`src/rtl/boot_pkg.sv`:
```
// Shared definitions for the boot loader: loader FSM states and the bus direction
// encoding used by the core, the RAM and the loader.
package boot_pkg;

  typedef enum logic [1:0] {
    ST_LOAD  = 2'd0,
    ST_FLUSH = 2'd1,
    ST_RUN   = 2'd2,
    ST_ERR   = 2'd3
  } boot_state_t;

  localparam logic RW_READ  = 1'b1;
  localparam logic RW_WRITE = 1'b0;

endpackage

```
`src/rtl/bus_mux.sv`:
```
// 2:1 selection of the RAM bus: sel=0 routes the loader registers, sel=1 the core bus.
module bus_mux #(
  parameter int AW = 16,
  parameter int DW = 8
) (
  input  logic          sel,
  input  logic          a_rw,
  input  logic [AW-1:0] a_addr,
  input  logic [DW-1:0] a_data,
  input  logic          b_rw,
  input  logic [AW-1:0] b_addr,
  input  logic [DW-1:0] b_data,
  output logic          y_rw,
  output logic [AW-1:0] y_addr,
  output logic [DW-1:0] y_data
);

  assign y_rw   = sel ? b_rw   : a_rw;
  assign y_addr = sel ? b_addr : a_addr;
  assign y_data = sel ? b_data : a_data;

endmodule

```
`src/rtl/boot_loader.sv`:
```
// Streams a host byte image into RAM starting at LOAD_BASE, then hands the RAM bus
// to the core and raises cpu_run. An image longer than MAX_LEN parks in ERR.
module boot_loader
  import boot_pkg::*;
#(
  parameter logic [15:0] LOAD_BASE = 16'h0000,
  parameter int          MAX_LEN   = 1024
) (
  input  logic        clk,
  input  logic        rst_n,
  // Host stream: a byte moves on any cycle where s_valid && s_ready are both high.
  input  logic        s_valid,
  input  logic [7:0]  s_data,
  input  logic        s_last,
  output logic        s_ready,
  input  logic        cpu_RW,
  input  logic [15:0] cpu_AD,
  input  logic [7:0]  cpu_D_out,
  output logic        mem_RW,
  output logic [15:0] mem_A,
  output logic [7:0]  mem_D,
  output logic        cpu_run,
  output logic [16:0] load_count,
  output logic        load_err,
  output logic [1:0]  state_dbg
);

  localparam logic [16:0] MAX_CNT = 17'(MAX_LEN);

  boot_state_t state;
  logic [15:0] addr;
  logic        ld_rw;
  logic [15:0] ld_a;
  logic [7:0]  ld_d;
  logic        accept;

  assign s_ready   = (state == ST_LOAD);
  assign accept    = s_valid && s_ready;
  assign state_dbg = state;

  always_ff @(posedge clk) begin
    if (!rst_n) begin
      state      <= ST_LOAD;
      addr       <= LOAD_BASE;
      load_count <= '0;
      cpu_run    <= 1'b0;
      load_err   <= 1'b0;
      ld_rw      <= RW_READ;
      ld_a       <= '0;
      ld_d       <= '0;
    end else begin
      // Default: no write this cycle; address/data hold their last values.
      ld_rw <= RW_READ;
      case (state)
        ST_LOAD: begin
          if (accept) begin
            if (load_count == MAX_CNT) begin
              state    <= ST_ERR;
              load_err <= 1'b1;
            end else begin
              ld_rw      <= RW_WRITE;
              ld_a       <= addr;
              ld_d       <= s_data;
              addr       <= addr + 16'd1;
              load_count <= load_count + 17'd1;
              if (s_last) state <= ST_FLUSH;
            end
          end
        end
        ST_FLUSH: begin
          state   <= ST_RUN;
          cpu_run <= 1'b1;
        end
        ST_RUN:  state <= ST_RUN;
        ST_ERR:  state <= ST_ERR;
        default: state <= ST_ERR;
      endcase
    end
  end

  bus_mux #(.AW(16), .DW(8)) u_bus_mux (
    .sel    (cpu_run),
    .a_rw   (ld_rw),
    .a_addr (ld_a),
    .a_data (ld_d),
    .b_rw   (cpu_RW),
    .b_addr (cpu_AD),
    .b_data (cpu_D_out),
    .y_rw   (mem_RW),
    .y_addr (mem_A),
    .y_data (mem_D)
  );

endmodule
```
`config.mk`:
```
export PLATFORM = sky130hd
export DESIGN_NAME = boot_loader
export DESIGN_NICKNAME = d
export VERILOG_FILES = /design/src/rtl/boot_pkg.sv /design/src/rtl/bus_mux.sv /design/src/rtl/boot_loader.sv
export SDC_FILE = /design/constraint.sdc
export NUM_CORES = 1
export LEC_CHECK = 0
export CORE_MARGIN = 10
export CORE_UTILIZATION = 49
export CTS_BUF_LIST = sky130_fd_sc_hd__clkbuf_4 sky130_fd_sc_hd__clkbuf_8
export CTS_CLUSTER_DIAMETER = 100
export DETAILED_ROUTE_END_ITERATION = 10
export PLACE_DENSITY = 0.82
export SLEW_MARGIN = 40
export SYNTH_ARGS = -nofsm -noshare
export SYNTH_HDL_FRONTEND = slang
export SYNTH_SLANG_ARGS = --single-unit
export TNS_END_PERCENT = 20
```
`constraint.sdc`:
```
create_clock -name clk -period 2.1 [get_ports clk]
set_input_delay 0.42 -clock clk [delete_from_list [all_inputs] [get_ports clk]]
set_output_delay 0.42 -clock clk [all_outputs]
set_load 0.05 [all_outputs]
```
Yosys cells after proc, flatten, opt, wreduce, memory -nomap -nowiden --
Cells that the tools add are included.
Operators by class: add/subtract/negate cells 2, equality and inequality tests 6, muxes and demuxes 8, bitwise gates (word level) 1, reductions and logical operators 7
Operator list (count):
- $add A17 B1 Y17 const B | 1
- $eq A17 B11 Y1 const B | 1
- $add A16 B1 Y16 const B | 1
- $mux W16 | 1
- $reduce_and A3 Y1 | 3
- $mux W8 | 1
- $mux W2 | 3
- $pmux W2 S3 | 1
- $eq A2 B2 Y1 const B | 2
- $ne A3 B2 Y1 const B | 1
- $eq A2 B1 Y1 const B | 1
- $logic_not A2 Y1 | 1
- $mux W1 | 2
- $ne A2 B1 Y1 const B | 1
- $reduce_and A2 Y1 | 1
- $reduce_or A2 Y1 | 1
- $logic_and A1 B1 Y1 | 1
- $not A1 Y1 | 1
Storage, ports and cells: bits in registers 62, bits of input ports 37, output and inout port bits 47, word-level logic and storage cells 32

Longest topological paths before layout --
depth after elaboration 4, depth in mapped cells 8

Modules after synthesis --
From an unflattened synthesis, not the netlist that was laid out.
Second synthesis, totals: cell total of the unflattened synthesis 348, area total of the unflattened synthesis 3067.9 um^2
Modules (own cells, without submodules):
- boot_loader | times used 1, cells an instance 320, area an instance 2660.1 um^2, seq. area each 1241.2 um^2
- bus_mux | times used 1, cells an instance 28, area an instance 407.9 um^2, seq. area each 0.0 um^2

Worst setup path before layout --
Ideal clock, no wire load.
path kind reg-to-reg, from register state[0], in the netlist state_dbg[0], to register load_count[15], data arrival time 2.484 ns, data required time 2.029 ns, path slack -0.456 ns, cell stages (with the launch flop) 7, buffers on the path 0, clock period less this slack 2.556 ns, cell sequence dfxtp_1 -> inv_1 -> ha_1 -> nand2_1 -> or4_1 -> or3_1 -> a21oi_1
On the way: word-level cells in the longest chain between the ends 3
RTL lines:
- start: declaration | line boot_loader.sv:30 | boot_state_t state;
- start signal: assignment | line boot_loader.sv:43 | state <= ST_LOAD;
- start signal: assignment | line boot_loader.sv:58 | state <= ST_ERR;
- start signal: assignment | line boot_loader.sv:66 | if (s_last) state <= ST_FLUSH;
- $logic_not A2 Y1 * | line boot_loader.sv:37 | assign s_ready = (state == ST_LOAD);
- named net s_ready | line boot_loader.sv:15 | output logic s_ready,
- $logic_and A1 B1 Y1 | line boot_loader.sv:38 | assign accept = s_valid && s_ready;
- $reduce_and A3 Y1 (no line) *
- end signal: assignment | line boot_loader.sv:65 | load_count <= load_count + 17'd1;
- end: declaration | line boot_loader.sv:23 | output logic [16:0] load_count,
The timed path passes the listed nets; every way through them passes the cells marked *. A chain may end at the register's enable or synchronous reset.

Worst setup path after layout --
from register load_count[0], to register addr[10]
On the way: word-level cells in the longest chain between the ends 3
RTL lines:
- $eq A17 B11 Y1 | line boot_loader.sv:57 | if (load_count == MAX_CNT) begin
- $not A1 Y1 (no line)
- $reduce_and A3 Y1 (no line)
- end signal: assignment | line boot_loader.sv:64 | addr <= addr + 16'd1;
- end: declaration | line boot_loader.sv:31 | logic [15:0] addr;
No other way between the ends.

==> results.ini <==
[status]
status=finished with violations
violations=negative setup slack

[placement]
place_hpwl_um=5850
place_congestion=0.894
post-place-ws_ps=-114
dpl_cell_area_um2=4020
port_buffers=83

[floorplan]
initial_utilization=0.505
num_rows=28
pin_count=84
die_area_um2=9620
die_w_um=98.1
core_area_um2=5920
die_h_um=98.1

[clocking]
cts_made_buffers=9
clkTransAtPathRegs_ps=70
cts_buffer_depth=2
clkLatencyLatePin_ps=340
htree_levels=3
cts.sinks=62
cts_tree=yes
ctsHoldBuffers=0
cts_root_buf=clkbuf_8

[setup_path]
crit_path_start_kind=register
critPathSlowestCell=or4b_4
path_cells=inv_2 > ha_4 > or4b_4 > o41ai_4 > buf_4 > clkbuf_16 > o31ai_1 > a21oi_1
crit_fanout=7
cp.required_ps=2350
arrival_ps=2440
endpoint_kind=register
max_stage_delay_ps=480
timing_worst_setup_path_type=reg -> reg

[sta]
drv_slew=0
tightest_slew_ps=594
fin_skew_ps=5.57
setup_viol=10
hold_viol_final=0
fin_crit_sh=1.04
setup_tns_ps=-232
rsz0062_at_grt=true
maxSlewHeadroom=0.600
post-route-worst-setup-slack_ps=-91.5
timing.fmax_ghz=0.456
min_period_ps=2190

[routing]
first_pass_iters=4
ant_nets=0
drcViolationCount=0
vias=3011
wl_um=9000
drt_iter0_markers=160
wire_per_inst_um=16.9
viasPerCell=5.66

[global_routing]
grt_overflow=0
grt_pass1_vias=2929
antenna_found_initial=0
grt.total_usage=0.174
grt_max_degree=38
grt_pass1_wl_um=14100

[layout]
stdcell_area_um2=4440
seq_area_um2=1250
layout-drive-gt1-share=0.302
diodes=0
area_growth_pct=48.4
final_nets=494
fillCellCount=427
multi_input_area_um2=1700

[logic_synthesis]
synthCells=345
synth_seq_cells=62
synth_ff_type=dfxtp_1
synth_edf_count=0
synthArstFlopShare=0
synth.top_cells.by_area=dfxtp_1 (42%), mux2_2 (9.4%), nand2_1 (8.2%)
synth.yosys.warnings=0
ys_seq_area_frac=0.415
yosysTopAreaCellShare=0.415
synth_commonest_cells=nand2_1 (65), dfxtp_1 (62), a21oi_1 (44)
yosysTopAreaCell=dfxtp_1
yosysMostFrequentCell=nand2_1
syn_nets=387
syn_area_per_cell_um2=8.66
synth_cell_type_count=37
syn_area_um2=2990

[power]
p_leak_uw=0.00174
p_per_area_nw_per_um2=895
ir_drop_mv=0.706

[flow_run]
drv_cap=0

[min_path]
hp-class=reg -> reg

cell usage in the layout, fill, tap and decap left out, types with 3 or more instances in the layout:
cell,instances
ha_1,3
clkbuf_16,3
nand3_1,9
dfxtp_1,54
dlymetal6s2s_1,7
or4_4,5
o21ai_1,5
or3_1,12
inv_1,7
nor2_1,12
buf_12,4
clkbuf_8,12
dfxtp_2,8
mux2_2,25
xnor2_1,9
clkdlybuf4s50_1,47
a21oi_1,37
nor4b_1,3
nor4_1,6
a21oi_2,11
nand2_1,64
or4_1,6
nand4_1,9
o21ai_0,6
o31ai_1,7
buf_4,51
nor3_1,3
o21ai_2,3
area by class of cell:
| class | count | share of cell area |
|---|---|---|
| multi-input cells | 255 | 0.383 |
| flip-flops and latches | 62 | 0.282 |
| repair buffers | 114 | 0.252 |
| clock buffers | 13 | 0.0389 |
| well taps | 75 | 0.0212 |
| clock inverters | 3 | 0.0147 |
| inverters | 10 | 0.00846 |
power breakdown:
part | total, uW | switching [uW] | internal (uW)
logic | 1450 | 840 | 613
clock network | 1240 | 462 | 777
registers | 1280 | 42.0 | 1240
total | 3970 | 1340 | 2630
metrics by stage:
step | power (uW) | instances | hold WS (ps) | utilization
2_1_floorplan | 2220 | 345 | 434 | -
3_3_place_gp | 2630 | 511 | 443 | 0.678
3_5_place_dp | 2660 | 511 | 445 | 0.678
4_1_cts | 3930 | 528 | 454 | 0.724
5_1_grt | 4130 | 532 | 487 | 0.749
6_report | 3970 | 532 | 455 | 0.749
repair_timing:
item	in CTS	in global routing
gates resized for setup	0	30
setup buffers	0	2
gates cloned	1	2
pin swaps	1	12
endpoints found under the setup margin	2	40
registers in the layout (all words and copies together) (netlist names):
register	count
load_count	17
addr	16
ld_a	16
ld_d	8
state_dbg	2
cpu_run	1
ld_rw	1
load_err	1
metal layers:
metal | wire length, um | vias to the layer above | global-route usage
met1 | 3550 | 1425 | 0.197
met5 | 0 | - | 0
li1 | - | 1458 | -
met2 | 4560 | 111 | 0.291
met3 | 710 | 17 | 0.0557
met4 | 172 | 0 | 0.0772
cell families (layout without fill, tap and decap cells):
| group | Yosys count | count (layout) | synth area share |
|---|---|---|---|
| buffers and inverters | 28 | 140 | 0.0502 |
| and+or+nand+nor | 139 | 139 | 0.235 |
| adders and majority gates | 5 | 5 | 0.0209 |
| DFF | 62 | 62 | 0.415 |
| muxes | 26 | 26 | 0.0975 |
| AOI/OAI and AO/OA | 76 | 76 | 0.154 |
| xor gates and xnor gates | 9 | 9 | 0.0264 |
critical path: cells and delay by family (launching register included):
kind,cells,cell delay (ps)
adder cells (fa/ha/maj),1,120
AND/OR/NAND/NOR,1,480
flip-flops,1,330
buffers and inverters,3,390
AO/OA/AOI/OAI,3,770
worst paths after layout:
kind,startpoint,to,slack (ps),cells after the start
min reg2reg,ld_a[14],ld_a[14],460,2
max reg2reg,load_count[0],addr[10],-90,8
max,load_count[0],addr[10],-90,8
min,ld_a[14],ld_a[14],460,2
Note: power is estimated with default switching activity, not from simulation.
